### config.mk
export PLATFORM = sky130hd
export DESIGN_NAME = led_seq_ctrl
export DESIGN_NICKNAME = d
export VERILOG_FILES = /design/src/rtl/led_pkg.sv /design/src/rtl/led_prescaler.sv /design/src/rtl/led_seq_ctrl.sv
export SDC_FILE = /design/constraint.sdc
export NUM_CORES = 1
export LEC_CHECK = 0
export ABC_AREA = 0
export BUFFER_PORTS_ARGS = -buffer_cell sky130_fd_sc_hd__buf_2
export CORE_UTILIZATION = 50
export CTS_CLUSTER_DIAMETER = 80
export DETAILED_ROUTE_END_ITERATION = 8
export HOLD_SLACK_MARGIN = 0.05
export PLACE_DENSITY = 0.68
export SETUP_SLACK_MARGIN = 0.5
export SLEW_MARGIN = 20
export SYNTH_ARGS = -nofsm -noshare
export SYNTH_HDL_FRONTEND = slang
export SYNTH_SLANG_ARGS = --single-unit
export TNS_END_PERCENT = 1
### constraint.sdc
create_clock -name clk -period 2.8 [get_ports clk]
set_input_delay 0.14 -clock clk [delete_from_list [all_inputs] [get_ports clk]]
set_output_delay 0.14 -clock clk [all_outputs]
set_load 0.05 [all_outputs]
### src/rtl/led_pkg.sv
`default_nettype none
// ============================================================================
//  Module      : led_pkg
//  Description : Shared types, seeds and the MIRROR step function for the
//                16-LED pattern sequencer.
//  Revision    : 1.0 - initial release
// ============================================================================
package led_pkg;

    typedef enum logic [1:0] {
        MODE_MIRROR = 2'd0,
        MODE_ROTATE = 2'd1,
        MODE_BOUNCE = 2'd2,
        MODE_BLINK  = 2'd3
    } mode_t;

    typedef enum logic [1:0] {
        RUN  = 2'd0,
        HOLD = 2'd1,
        LOAD = 2'd2
    } state_t;

    localparam logic [15:0] c_SEED_MIRROR = 16'h8001;
    localparam logic [15:0] c_SEED_ROTATE = 16'h0001;
    localparam logic [15:0] c_SEED_BOUNCE = 16'h0001;
    localparam logic [15:0] c_SEED_BLINK  = 16'hFFFF;

    // Converging pair of bits; anything off the 8-step cycle re-enters at the seed.
    function automatic logic [15:0] mirror_next(input logic [15:0] p);
        logic [15:0] r;
        case (p)
            16'h8001: r = 16'h4002;
            16'h4002: r = 16'h2004;
            16'h2004: r = 16'h1008;
            16'h1008: r = 16'h0810;
            16'h0810: r = 16'h0420;
            16'h0420: r = 16'h0240;
            16'h0240: r = 16'h0180;
            default:  r = 16'h8001;
        endcase
        return r;
    endfunction

endpackage
`default_nettype wire

### src/rtl/led_prescaler.sv
`default_nettype none
// ============================================================================
//  Module      : led_prescaler
//  Description : Step-period counter; pulses tick when cnt reaches the
//                speed-scaled period.
//  Revision    : 1.0 - initial release
// ============================================================================
module led_prescaler #(
    parameter int unsigned TICK_DIV = 50_000_000
) (
    input  logic       clk,
    input  logic       rst,
    input  logic       en,
    input  logic       clr,
    input  logic [1:0] speed,
    output logic       tick
);

    logic [31:0] r_cnt;
    logic [31:0] w_period_m1;

    // A >= compare lets a shortened period fire immediately on a speed change.
    assign w_period_m1 = (32'(TICK_DIV) >> speed) - 32'd1;
    assign tick        = en && (r_cnt >= w_period_m1);

    always_ff @(posedge clk) begin
        if (rst) begin
            r_cnt <= 32'd0;
        end else if (clr) begin
            r_cnt <= 32'd0;
        end else if (en) begin
            r_cnt <= tick ? 32'd0 : r_cnt + 32'd1;
        end
    end

endmodule
`default_nettype wire

### src/rtl/led_seq_ctrl.sv
`default_nettype none
// ============================================================================
//  Module      : led_seq_ctrl
//  Description : 16-LED pattern sequencer with selectable mode, step rate
//                and pause; drives active-low LED pins.
//  Revision    : 1.0 - initial release
// ============================================================================
module led_seq_ctrl
    import led_pkg::*;
#(
    parameter int unsigned TICK_DIV = 50_000_000
) (
    input  logic        clk,
    input  logic        rst,
    input  logic [1:0]  mode_req,
    input  logic        mode_vld,
    input  logic [1:0]  speed,
    input  logic        pause,
    output logic [15:0] led,
    output logic [1:0]  mode_cur,
    output logic        step
);

    state_t      r_state;
    state_t      w_state_nxt;
    mode_t       r_mode;
    logic [15:0] r_pattern;
    logic [15:0] w_pattern_nxt;
    logic        r_dir_left;
    logic        w_dir_nxt;
    logic        r_step;
    logic        w_en;
    logic        w_clr;
    logic        w_tick;

    led_prescaler #(
        .TICK_DIV (TICK_DIV)
    ) u_prescaler (
        .clk   (clk),
        .rst   (rst),
        .en    (w_en),
        .clr   (w_clr),
        .speed (speed),
        .tick  (w_tick)
    );

    // A commit strobe suppresses counting so no step can land in that cycle.
    always_comb begin
        w_state_nxt = r_state;
        w_clr       = (r_state == LOAD);
        w_en        = (r_state == RUN) && !pause && !mode_vld;
        if (mode_vld) begin
            w_state_nxt = LOAD;
        end else begin
            case (r_state)
                RUN:     w_state_nxt = pause ? HOLD : RUN;
                HOLD:    w_state_nxt = pause ? HOLD : RUN;
                LOAD:    w_state_nxt = pause ? HOLD : RUN;
                default: w_state_nxt = RUN;
            endcase
        end
    end

    always_comb begin
        w_pattern_nxt = r_pattern;
        w_dir_nxt     = r_dir_left;
        if (w_clr) begin
            w_dir_nxt = 1'b1;
            case (r_mode)
                MODE_MIRROR: w_pattern_nxt = c_SEED_MIRROR;
                MODE_ROTATE: w_pattern_nxt = c_SEED_ROTATE;
                MODE_BOUNCE: w_pattern_nxt = c_SEED_BOUNCE;
                default:     w_pattern_nxt = c_SEED_BLINK;
            endcase
        end else if (w_tick) begin
            case (r_mode)
                MODE_MIRROR: w_pattern_nxt = mirror_next(r_pattern);
                MODE_ROTATE: w_pattern_nxt = {r_pattern[14:0], r_pattern[15]};
                MODE_BOUNCE: begin
                    // Turn around at an end so each end is shown exactly once.
                    if (r_dir_left) begin
                        if (r_pattern == 16'h8000) begin
                            w_pattern_nxt = r_pattern >> 1;
                            w_dir_nxt     = 1'b0;
                        end else begin
                            w_pattern_nxt = r_pattern << 1;
                        end
                    end else begin
                        if (r_pattern == 16'h0001) begin
                            w_pattern_nxt = r_pattern << 1;
                            w_dir_nxt     = 1'b1;
                        end else begin
                            w_pattern_nxt = r_pattern >> 1;
                        end
                    end
                end
                default: w_pattern_nxt = (r_pattern == 16'hFFFF) ? 16'h0000 : 16'hFFFF;
            endcase
        end
    end

    always_ff @(posedge clk) begin
        if (rst) begin
            r_state    <= RUN;
            r_mode     <= MODE_MIRROR;
            r_pattern  <= c_SEED_MIRROR;
            r_dir_left <= 1'b1;
            r_step     <= 1'b0;
        end else begin
            r_state    <= w_state_nxt;
            r_pattern  <= w_pattern_nxt;
            r_dir_left <= w_dir_nxt;
            r_step     <= w_tick;
            if (mode_vld) begin
                r_mode <= mode_t'(mode_req);
            end
        end
    end

    assign led      = ~r_pattern;
    assign mode_cur = r_mode;
    assign step     = r_step;

endmodule
`default_nettype wire

==> results of run 1 <==
==> final cells by class <==
| type | instances | area [um^2] |
|---|---|---|
| Tap cell | 77 | 96.3 |
| Timing Repair Buffer | 48 | 337 |
| Sequential cell | 54 | 1080 |
| Fill cell | 579 | 2550 |
| Multi-Input combinational cell | 317 | 2250 |
| Clock inverter | 1 | 5.00 |
| Clock buffer | 7 | 86.3 |
| Inverter | 32 | 120 |
==> cells in the mapped netlist (6+ instances only) <==
cell and n:
xnor2_1 10, buf_2 8, dfxtp_1 54, and3_1 6, ha_1 25, a22oi_1 6
xor2_1 23, or4_1 6, a21oi_1 13, nand3_1 17, nand2_1 34, mux2i_1 6
a22o_1 13, o21ai_0 7, nor4_1 10, a221o_1 7, nor2_1 55, clkbuf_1 13
inv_1 32, nand4_1 17
==> through the flow <==
stage	setup slack (ns)	instances
finish	0.393	536
global route	0.309	536
CTS	0.413	534
detailed placement	-0.0572	524
global placement	0.0817	524
floorplan	0.477	427
==> repair_timing <==
item / 4_1_cts / 5_1_grt
pin swaps: 3 / 3
hold buffers: 0 / 0
gates resized for setup: 14 / 8
setup endpoints to repair: 50 / 50
buffers inserted: 2 / 2
==> layer usage <==
layer  up-vias  share of wire
li1       1588              -
met1      1487           0.48
met2        97           0.46
met3        10          0.051
met4         0         0.0068
met5         -              0
==> critical path, delay by kind of cell, from the launching register on <==
kind	cells	cell delay [ns]
simple gates	2	0.96
buf+inv	2	0.29
compound gates	5	0.71
flops	1	0.34
==> report_power, final <==
| part | internal, mW | switching (mW) | total (mW) |
|---|---|---|---|
| Sequential | 0.774 | 0.00945 | 0.784 |
| Clock | 0.200 | 0.238 | 0.438 |
| Combinational | 0.0682 | 0.121 | 0.190 |
| Total | 1.04 | 0.369 | 1.41 |
==> cells by family after synthesis <==
logic type / Yosys count / synth area share
AND/OR/NAND/NOR: 175 / 0.259
AO/OA/AOI/OAI: 74 / 0.160
buffers and inverters: 56 / 0.0691
flip-flops: 54 / 0.312
XOR/XNOR: 33 / 0.0835
adder cells (fa/ha/maj): 27 / 0.0962
multiplexers: 6 / 0.0174
other: 2 / 0.00217
==> worst max-delay path by stage <==
stage	to	slack [ns]	from	cells past startpoint
floorplan	r_pattern[15]$_SDFFE_PP1P_	0.48	speed[0]	10
global placement	r_pattern[9]$_SDFFE_PP0P_	0.08	speed[0]	13
detailed placement	r_pattern[1]$_SDFFE_PP0P_	-0.06	speed[0]	13
CTS	r_pattern[15]$_SDFFE_PP1P_	0.41	u_prescaler.r_cnt[26]$_SDFFE_PP0P_	8
global route	r_pattern[0]$_SDFFE_PP1P_	0.31	r_pattern[4]$_SDFFE_PP0P_	8
finish	r_pattern[1]$_SDFFE_PP0P_	0.39	u_prescaler.r_cnt[26]$_SDFFE_PP0P_	9
==> flip-flops by register name, summed over array words and instances, names as in the netlist <==
| register | count |
|---|---|
| mode_cur | 2 |
| r_dir_left | 1 |
| r_pattern | 16 |
| r_state | 2 |
| step | 1 |
| u_prescaler.r_cnt | 32 |
==> metrics.md, run 1 <==
| Metric | Value |
|---|---|
| CTS tree | `yes` |
| Final hold violation count | `0` |
| Rel. slew slack | `0.491` |
| Reg-to-reg setup timing slack | `between 0.3 and 0.4 ns` |
| LEAKAGE | `between 1.5 and 2 nW` |
| Synth area leader | `dfxtp_1` |
| Clock slew at the register clock pins of the worst setup and hold paths | `~0.09 ns` |
| CTS H-tree depth | `2` |
| Commonest non-fill, non-tap cells in the layout | `nor2_1, dfxtp_1, nand2_1, inv_1, buf_2` |
| DP Wirelength | `between 5000 and 6000 um` |
| Cells taking the most area after synthesis | `dfxtp_1, ha_1, nor2_1` |
| RSZ-0062 raised after global routing | `true` |
| Drt first pass iters | `5` |
| # diodes | `0` |
| Die width | `~85 um` |
| Row count | `29` |
| Mean Syn Cell Area | `8.10 um^2` |
| Chip height | `85.2 um` |
| Vias in the first global route | `slightly below 3000` |
| CP endpoint kind | `register` |
| Buffers on Ports | `26` |
| #FFs+latches synth | `54` |
| Outcome | `complete, no violations` |
| IO Pins | `27` |
| Part of the cycle the worst path needs | `0.860` |
| Yosys warnings | `0` |
| RR Endpoint | `r_pattern[1]$_SDFFE_PP0P_` |
| First-pass GRT wire length | `around 14000 um` |
| Cell area power density | `355 mW/mm^2` |
| Gr ovfl total | `0` |
| RD Place Congestion | `slightly above 0.9` |
| Synth cell types | `56` |
| Setup TNS | `0 ns` |
| Area delta synth->final | `15.0%` |
| Final count of pins violating max slew | `0` |
| EDFF count, synth | `0` |
| Peak Freq | `0.415 GHz` |
| WS Path Type | `reg -> reg` |
| CP peak stage delay | `0.53 ns` |
| Vias post-DR | `3182` |
| Count of max-cap constraint violations | `0` |
| Ys async rst share | `0` |
| Grt met2 use | `0.373` |
| Min-delay src | `pause` |
| R2R depth | `9` |
| Final net count | `491` |
| Hold_ws | `around 0.066 ns` |
| Starting Density | `0.530` |
| CTS max path bufs | `2` |
| DRC Markers | `0` |
| Syn Inst Count | `approximately 430` |
| Initial antenna violation count | `0` |
| Root buf cell | `clkbuf_8` |
| VDD IR max | `~250 uV` |
| Final core utilization | `0.609` |
| Share of cells above drive strength 1 | `0.187` |
| Commonest non-fill, non-tap cell in the layout | `nor2_1` |
| Antenna Nets Post-Route | `0` |
| Syn nets | `460` |
| CORE AREA | `about 0.0065 mm^2` |
| Seq/Total Area, Yosys | `0.312` |
| Hold path endpoint | `r_state[0]$_SDFF_PP0_` |
| Busiest grt layer | `met2` |
| Hold Path Stages | `3` |
| Worst Hold Class | `in -> reg` |
| Worst-Skew Late Latency | `approximately 0.30 ns` |
| Final Total Pwr | `roughly 1.4 mW` |
| Met3 usage | `0.0311` |
| Largest net degree at the start of global routing | `33` |
| Synth top area share | `0.312` |
| Grt met1 use | `0.329` |
| Final wirelength | `roughly 8000 um` |
| Clock Sinks | `54` |
| Worst-margin pin slew | `~0.76 ns` |
| Placed inst area | `roughly 0.0037 mm^2` |
| Primary FF master, synth | `dfxtp_1` |
| Final setup violation count | `0` |
| RR Startpoint | `u_prescaler.r_cnt[26]$_SDFFE_PP0P_` |
| Worst path slowest cell | `or4_4` |
| Critical Path Source Type | `register` |
| Final setup skew | `0.00367 ns` |
| Finished Cell Area | `approximately 0.004 mm^2` |
| WL per Instance | `between 15 and 20 um` |
| CP required | `around 3 ns` |
| Die area | `around 0.0073 mm^2` |
| Vias per std cell | `between 5 and 6` |
| Mapped cell area | `around 0.0035 mm^2` |
| CP Cell Sequence | `or4_4, or4_4, a211oi_2, o21ai_2, a21oi_4, buf_12, o31ai_4, buf_12, a22o_1` |
| Crit path max fanout | `12` |
| Initial DRC count | `286` |
| CTS Buf Count | `5` |
| Minimum clock period | `roughly 2.4 ns` |
| Tot GR Track Use | `0.231` |
| Worst path arrival time | `approximately 2.6 ns` |
Note: power is estimated with default switching activity, not from simulation.
==> run 2, diff against run 1 <==
--- a/config.mk
+++ b/config.mk
@@ -7,8 +7,8 @@
 export LEC_CHECK = 0
 export ABC_AREA = 0
 export BUFFER_PORTS_ARGS = -buffer_cell sky130_fd_sc_hd__buf_2
+export CORE_ASPECT_RATIO = 1.5
 export CORE_UTILIZATION = 50
-export CTS_CLUSTER_DIAMETER = 80
 export DETAILED_ROUTE_END_ITERATION = 8
 export HOLD_SLACK_MARGIN = 0.05
 export PLACE_DENSITY = 0.68
==> run 2 against run 1 <==
Effect of this change:
- worst setup slack worse by 0.068 ns
- power is 2.1% lower
- register-to-register slack worse by 0.07 ns
- via count is 1.7% higher
- global-route usage is 0.39 points higher
- routed wire length is 3.0% higher
- first-iteration DRC count is 44% lower
- sequential power hardly changed
- non-clock buffer count is 1 higher
- critical endpoint is now r_pattern[15]$_SDFFE_PP1P_
- largest power group unchanged
==> metrics.md, run 2 (synthesis gave the netlist of run 1 again) <==
| Metric | Value |
|---|---|
| Top delay family on crit path | `compound AO/OA/AOI/OAI gates` |
| CP endpoint | `r_pattern[15]$_SDFFE_PP1P_` |
| Biggest regs | `u_prescaler.r_cnt (32), r_pattern (16)` |
| Part of the cycle the worst path needs | `0.884` |
| Final setup skew | `between 0.009 and 0.01 ns` |
| First-pass GRT wire length | `14300 um` |
| DRC Markers | `0` |
| Chip height | `about 100 um` |
| Worst path slowest cell | `or4_4` |
| Largest net degree at the start of global routing | `33` |
| CTS tree | `yes` |
| Buffers on Ports | `26` |
| Setup TNS | `0 ns` |
| Min-delay src | `pause` |
| Gr ovfl total | `0` |
| WS Path Type | `reg -> reg` |
| Commonest non-fill, non-tap cells in the layout | `nor2_1, dfxtp_1, nand2_1, inv_1, buf_2` |
| Final net count | `about 490` |
| Largest Register | `u_prescaler.r_cnt` |
| VDD IR max | `about 250 uV` |
| Placed inst area | `about 0.0037 mm^2` |
| Vias post-DR | `between 3000 and 4000` |
| Die area | `0.00726 mm^2` |
| WL per Instance | `about 16 um` |
| Hold Path Stages | `3` |
| Placed Cells | `between 500 and 600` |
| Starting Density | `0.526` |
| Max reg flops | `32` |
| Final setup violation count | `0` |
| Count of max-cap constraint violations | `0` |
| RR Endpoint | `r_pattern[15]$_SDFFE_PP1P_` |
| Tot GR Track Use | `0.235` |
| Rel. slew slack | `0.514` |
| CP Launch Point | `u_prescaler.r_cnt[26]$_SDFFE_PP0P_` |
| Finished Cell Area | `roughly 0.0039 mm^2` |
| Drt first pass iters | `5` |
| Clock Sinks | `54` |
| WP buf/inv | `0` |
| CP Cell Sequence | `or4_4, or4_4, a211oi_2, o21ai_2, a21oi_4, o22ai_2, a221o_1` |
| Clock slew at the register clock pins of the worst setup and hold paths | `roughly 0.090 ns` |
| Root buf cell | `clkbuf_8` |
| Row count | `36` |
| Final Total Pwr | `roughly 1.4 mW` |
| Die width | `roughly 70 um` |
| Final count of pins violating max slew | `0` |
| Final core utilization | `0.595` |
| CP endpoint kind | `register` |
| Minimum clock period | `around 2.5 ns` |
| Area delta synth->final | `13.1%` |
| Outcome | `complete, no violations` |
| Crit path max fanout | `7` |
| # diodes | `0` |
| RD Place Congestion | `between 0.9 and 1` |
| Initial antenna violation count | `0` |
| CP peak stage delay | `approximately 0.53 ns` |
| Final wirelength | `around 8400 um` |
| CP required | `~3.0 ns` |
| Final hold violation count | `0` |
| Worst path arrival time | `roughly 2.7 ns` |
| Post-Layout Cell Count | `roughly 540` |
| Initial DRC count | `around 160` |
| Worst-margin pin slew | `slightly above 0.7 ns` |
| RSZ-0062 raised after global routing | `true` |
| Antenna Nets Post-Route | `0` |
| Reg-to-reg setup timing slack | `approximately 0.32 ns` |
| RR Startpoint | `u_prescaler.r_cnt[26]$_SDFFE_PP0P_` |
| Worst Hold Class | `in -> reg` |
| CTS Buf Count | `5` |
| Share of cells above drive strength 1 | `0.181` |
| R2R depth | `7` |
| Commonest non-fill, non-tap cell in the layout | `nor2_1` |
| Crit path top cell by count | `or4_4` |
| Vias in the first global route | `3139` |
| Peak Freq | `0.404 GHz` |
| IO Pins | `27` |
| CTS H-tree depth | `2` |
| LEAKAGE | `~1.6 nW` |
| CTS max path bufs | `2` |
| Worst-Skew Late Latency | `roughly 0.3 ns` |
| DP Wirelength | `6300 um` |
| Vias per std cell | `around 6.0` |
| Cell area power density | `between 300 and 400 mW/mm^2` |
| CORE AREA | `between 0.006 and 0.007 mm^2` |
| Crit path depth | `7` |
| Critical Path Source Type | `register` |
run 2: timing repair:
action                     CTS  global route
setup endpoints to repair   50            50
resized for setup           14             6
hold buffers                 0             0
cloned                       0             0
setup buffers                1             1
pin swaps                    2             3
run 2: area by class of cell:
cell class | instances | area (um^2)
Sequential cell | 54 | 1090
Clock buffer | 7 | 76.3
Multi-Input combinational cell | 317 | 2230
Tap cell | 76 | 95.1
Timing Repair Buffer | 49 | 303
Inverter | 32 | 120
Fill cell | 600 | 2660
run 2: tightest hold or removal path, stage by stage:
cell and delay (ns):
buf_2 0.11, nand2_1 0.05, a21oi_1 0.03
run 2: worst min-delay path by stage:
stage | slack [ns] | to
global route | 0.07 | r_state[0]$_SDFF_PP0_
detailed placement | 0.39 | mode_cur[1]$_SDFFE_PP0P_
global placement | 0.38 | mode_cur[1]$_SDFFE_PP0P_
CTS | 0.06 | r_state[0]$_SDFF_PP0_
finish | 0.08 | r_state[0]$_SDFF_PP0_
floorplan | 0.26 | r_state[0]$_SDFF_PP0_
run 2: power breakdown:
part	switching (mW)	leakage (nW)	total, mW	internal, mW
combinational	0.122	1.16	0.189	0.0670
clock	0.237	0.0383	0.410	0.173
sequential	0.00968	0.438	0.783	0.773
run 2: metrics by stage:
| stage | worst slack (ns) | hold WS [ns] |
|---|---|---|
| 6_report | 0.325 | 0.0762 |
| 5_1_grt | 0.221 | 0.0745 |
| 4_1_cts | 0.410 | 0.0645 |
| 3_5_place_dp | -0.0837 | 0.389 |
| 3_3_place_gp | 0.0802 | 0.377 |
| 2_1_floorplan | 0.477 | 0.256 |
run 2: metal layers:
metal | track usage | up-vias | part of all wire
met4 | 0.0971 | 0 | 0.026
met3 | 0.0281 | 31 | 0.037
met2 | 0.437 | 110 | 0.54
li1 | - | 1579 | -
met5 | 0 | - | 0
met1 | 0.263 | 1515 | 0.40
==> run 3, diff against run 2 <==
--- a/config.mk
+++ b/config.mk
@@ -12,7 +12,6 @@
 export DETAILED_ROUTE_END_ITERATION = 8
 export HOLD_SLACK_MARGIN = 0.05
 export PLACE_DENSITY = 0.68
-export SETUP_SLACK_MARGIN = 0.5
 export SLEW_MARGIN = 20
 export SYNTH_ARGS = -nofsm -noshare
 export SYNTH_HDL_FRONTEND = slang
==> run 3 against run 2 <==
Effect of this change:
- maximum frequency down 2.1%
- via count shrank 2.2%
- sequential share of layout area up 0.090 points
- utilization shrank 0.53 points
- largest cell class unchanged
- first-iteration DRC count shrank 17%
- flip-flop and latch count unchanged
==> metrics.md, run 3 (synthesis gave the netlist of run 1 again) <==
| Metric | Value |
|---|---|
| Outcome | `complete, no violations` |
| Final hold violation count | `0` |
| Clock slew at the register clock pins of the worst setup and hold paths | `~0.1 ns` |
| Largest net degree at the start of global routing | `21` |
| Final count of pins violating max slew | `0` |
| Post-Layout Cell Count | `roughly 540` |
| Sequential Power Share | `0.491` |
| RD Place Congestion | `between 0.9 and 1` |
| Placed Cells | `around 530` |
| Starting Density | `0.526` |
| CP endpoint kind | `register` |
| Reg-to-reg setup timing slack | `approximately 0.27 ns` |
| CP peak stage delay | `0.61 ns` |
| First-pass GRT wire length | `between 10000 and 15000 um` |
| IO Pins | `27` |
| Count of max-cap constraint violations | `0` |
| LEAKAGE | `1.64 nW` |
| Worst Hold Class | `in -> reg` |
| Antenna Nets Post-Route | `0` |
| Clock share of power | `0.396` |
| Largest Register | `u_prescaler.r_cnt` |
| Worst path arrival time | `~2.7 ns` |
| Switching portion of total power | `0.236` |
| Die area | `slightly above 0.007 mm^2` |
| Final net count | `around 490` |
| Crit path max fanout | `11` |
| Chip height | `around 100 um` |
| Layout fillers | `just over 600` |
| CTS tree | `yes` |
| CP Launch Point | `r_pattern[5]$_SDFFE_PP0P_` |
| CP endpoint | `r_pattern[2]$_SDFFE_PP0P_` |
| Worst path slowest cell | `or4_1` |
| Final setup skew | `0.0119 ns` |
| WL per Instance | `around 15 um` |
| Worst-margin pin slew | `~0.73 ns` |
| Commonest non-fill, non-tap cells in the layout | `nor2_1, dfxtp_1, nand2_1, inv_1, buf_2` |
| Setup Buffers After CTS | `0` |
| Final wirelength | `approximately 8000 um` |
| Vias post-DR | `3165` |
| Critical Path Source Type | `register` |
| Biggest regs | `u_prescaler.r_cnt (32), r_pattern (16)` |
| Tot GR Track Use | `0.230` |
| Row count | `36` |
| Die width | `between 60 and 70 um` |
| Share of cells above drive strength 1 | `0.146` |
| Max reg flops | `32` |
| NetSw | `roughly 0.38 mW` |
| Drt first pass iters | `4` |
| Peak Freq | `0.396 GHz` |
| Crit path depth | `6` |
| Gr ovfl total | `0` |
| Int Pwr | `roughly 1.2 mW` |
| Cell area power density | `around 410 mW/mm^2` |
| Comb pwr share | `0.113` |
| CP required | `3.01 ns` |
| Vias in the first global route | `roughly 3100` |
| Final setup violation count | `0` |
| RR Startpoint | `r_pattern[5]$_SDFFE_PP0P_` |
| DRC Markers | `0` |
| RR Endpoint | `r_pattern[2]$_SDFFE_PP0P_` |
| Root buf cell | `clkbuf_8` |
| Rel. slew slack | `0.512` |
| # hold bufs at CTS | `0` |
| CTS H-tree depth | `2` |
| Vias per std cell | `~5.9` |
| R2R depth | `6` |
| Commonest non-fill, non-tap cell in the layout | `nor2_1` |
| VDD IR max | `about 260 uV` |
| Setup TNS | `0 ns` |
| Minimum clock period | `between 2 and 3 ns` |
| CORE AREA | `about 0.0066 mm^2` |
| CTS Buf Count | `5` |
| Area delta synth->final | `12.1%` |
| Buffers on Ports | `26` |
| Clock Sinks | `between 50 and 60` |
| WS Path Type | `reg -> reg` |
| Initial DRC count | `~130` |
| Top delay family on crit path | `simple AND/OR/NAND/NOR gates` |
| RSZ-0062 raised after global routing | `false` |
| # diodes | `0` |
| Initial antenna violation count | `0` |
| CTS max path bufs | `2` |
| WP buf/inv | `0` |
| DP Wirelength | `~6300 um` |
| Part of the cycle the worst path needs | `0.903` |
| Worst-Skew Late Latency | `slightly above 0.3 ns` |
| CP Cell Sequence | `or4_1, nor4_1, o221ai_1, and2_1, a221o_1, a22o_1` |
==> run 3: cell count changes in the layout (fill, tap and decap cells not counted), sizes merged <==
cell / previous run / this run
buf: 49 / 48
bufinv: 0 / 2
clkbuf: 7 / 6
==> run 3: metal layers <==
| layer | wire, um | share of wire | GRT usage |
|---|---|---|---|
| met5 | 0 | 0 | 0 |
| met1 | 3320 | 0.41 | 0.261 |
| met2 | 4230 | 0.52 | 0.424 |
| met4 | 231 | 0.028 | 0.0929 |
| met3 | 341 | 0.042 | 0.0300 |
==> run 3: area by class of cell <==
cell class	count	area, um^2	area share
clock inverters	2	60.1	0.0155
repair buffers	48	295	0.0761
flip-flops and latches	54	1080	0.279
clock buffers	6	82.6	0.0213
well taps	76	95.1	0.0245
multi-input cells	317	2140	0.553
inverters	32	120	0.0310
==> run 3: how the worst min path moves through the flow <==
stage | from | to | slack, ns | cells past startpoint
final | pause | r_state[0]$_SDFF_PP0_ | 0.06 | 3
after global routing | mode_req[0] | mode_cur[0]$_SDFFE_PP0P_ | 0.08 | 3
after CTS | pause | r_state[0]$_SDFF_PP0_ | 0.06 | 3
after detailed placement | pause | r_state[0]$_SDFF_PP0_ | 0.39 | 3
after global placement | mode_req[0] | mode_cur[0]$_SDFFE_PP0P_ | 0.38 | 3
after floorplan | pause | r_state[0]$_SDFF_PP0_ | 0.26 | 2
==> run 3: power by group through the flow <==
| stage | clock network, mW | logic [mW] | registers (mW) |
|---|---|---|---|
| 3_5_place_dp | 0 | 0.178 | 0.801 |
| 6_report | 0.632 | 0.180 | 0.783 |
| 5_1_grt | 0.683 | 0.201 | 0.785 |
| 4_1_cts | 0.645 | 0.179 | 0.783 |
| 3_3_place_gp | 0 | 0.175 | 0.801 |
| 2_1_floorplan | 0 | 0.133 | 0.803 |
==> run 3: worst register-to-register path: cells and delay by family, from the launching register on <==
kind | cells | cell delay, ns
AO/OA/AOI/OAI | 3 | 0.81
flip-flops | 1 | 0.33
AND/OR/NAND/NOR | 3 | 1.29
==> run 3: repair_timing <==
action,4_1_cts,5_1_grt
setup endpoints to repair,0,5
resized for setup,0,1
hold endpoints to repair,0,0
==> run 3: metrics by stage <==
stage / worst slack (ns) / total power [mW] / util / cell area [um^2] / hold WS [ns]
3_5_place_dp: 0.0467 / 0.980 / 0.568 / 3730 / 0.390
6_report: 0.272 / 1.60 / 0.590 / 3880 / 0.0602
5_1_grt: 0.0555 / 1.67 / 0.590 / 3880 / 0.0755
3_3_place_gp: 0.182 / 0.976 / 0.568 / 3730 / 0.377
4_1_cts: 0.214 / 1.61 / 0.590 / 3880 / 0.0609
2_1_floorplan: 0.459 / 0.936 / - / 3460 / 0.256
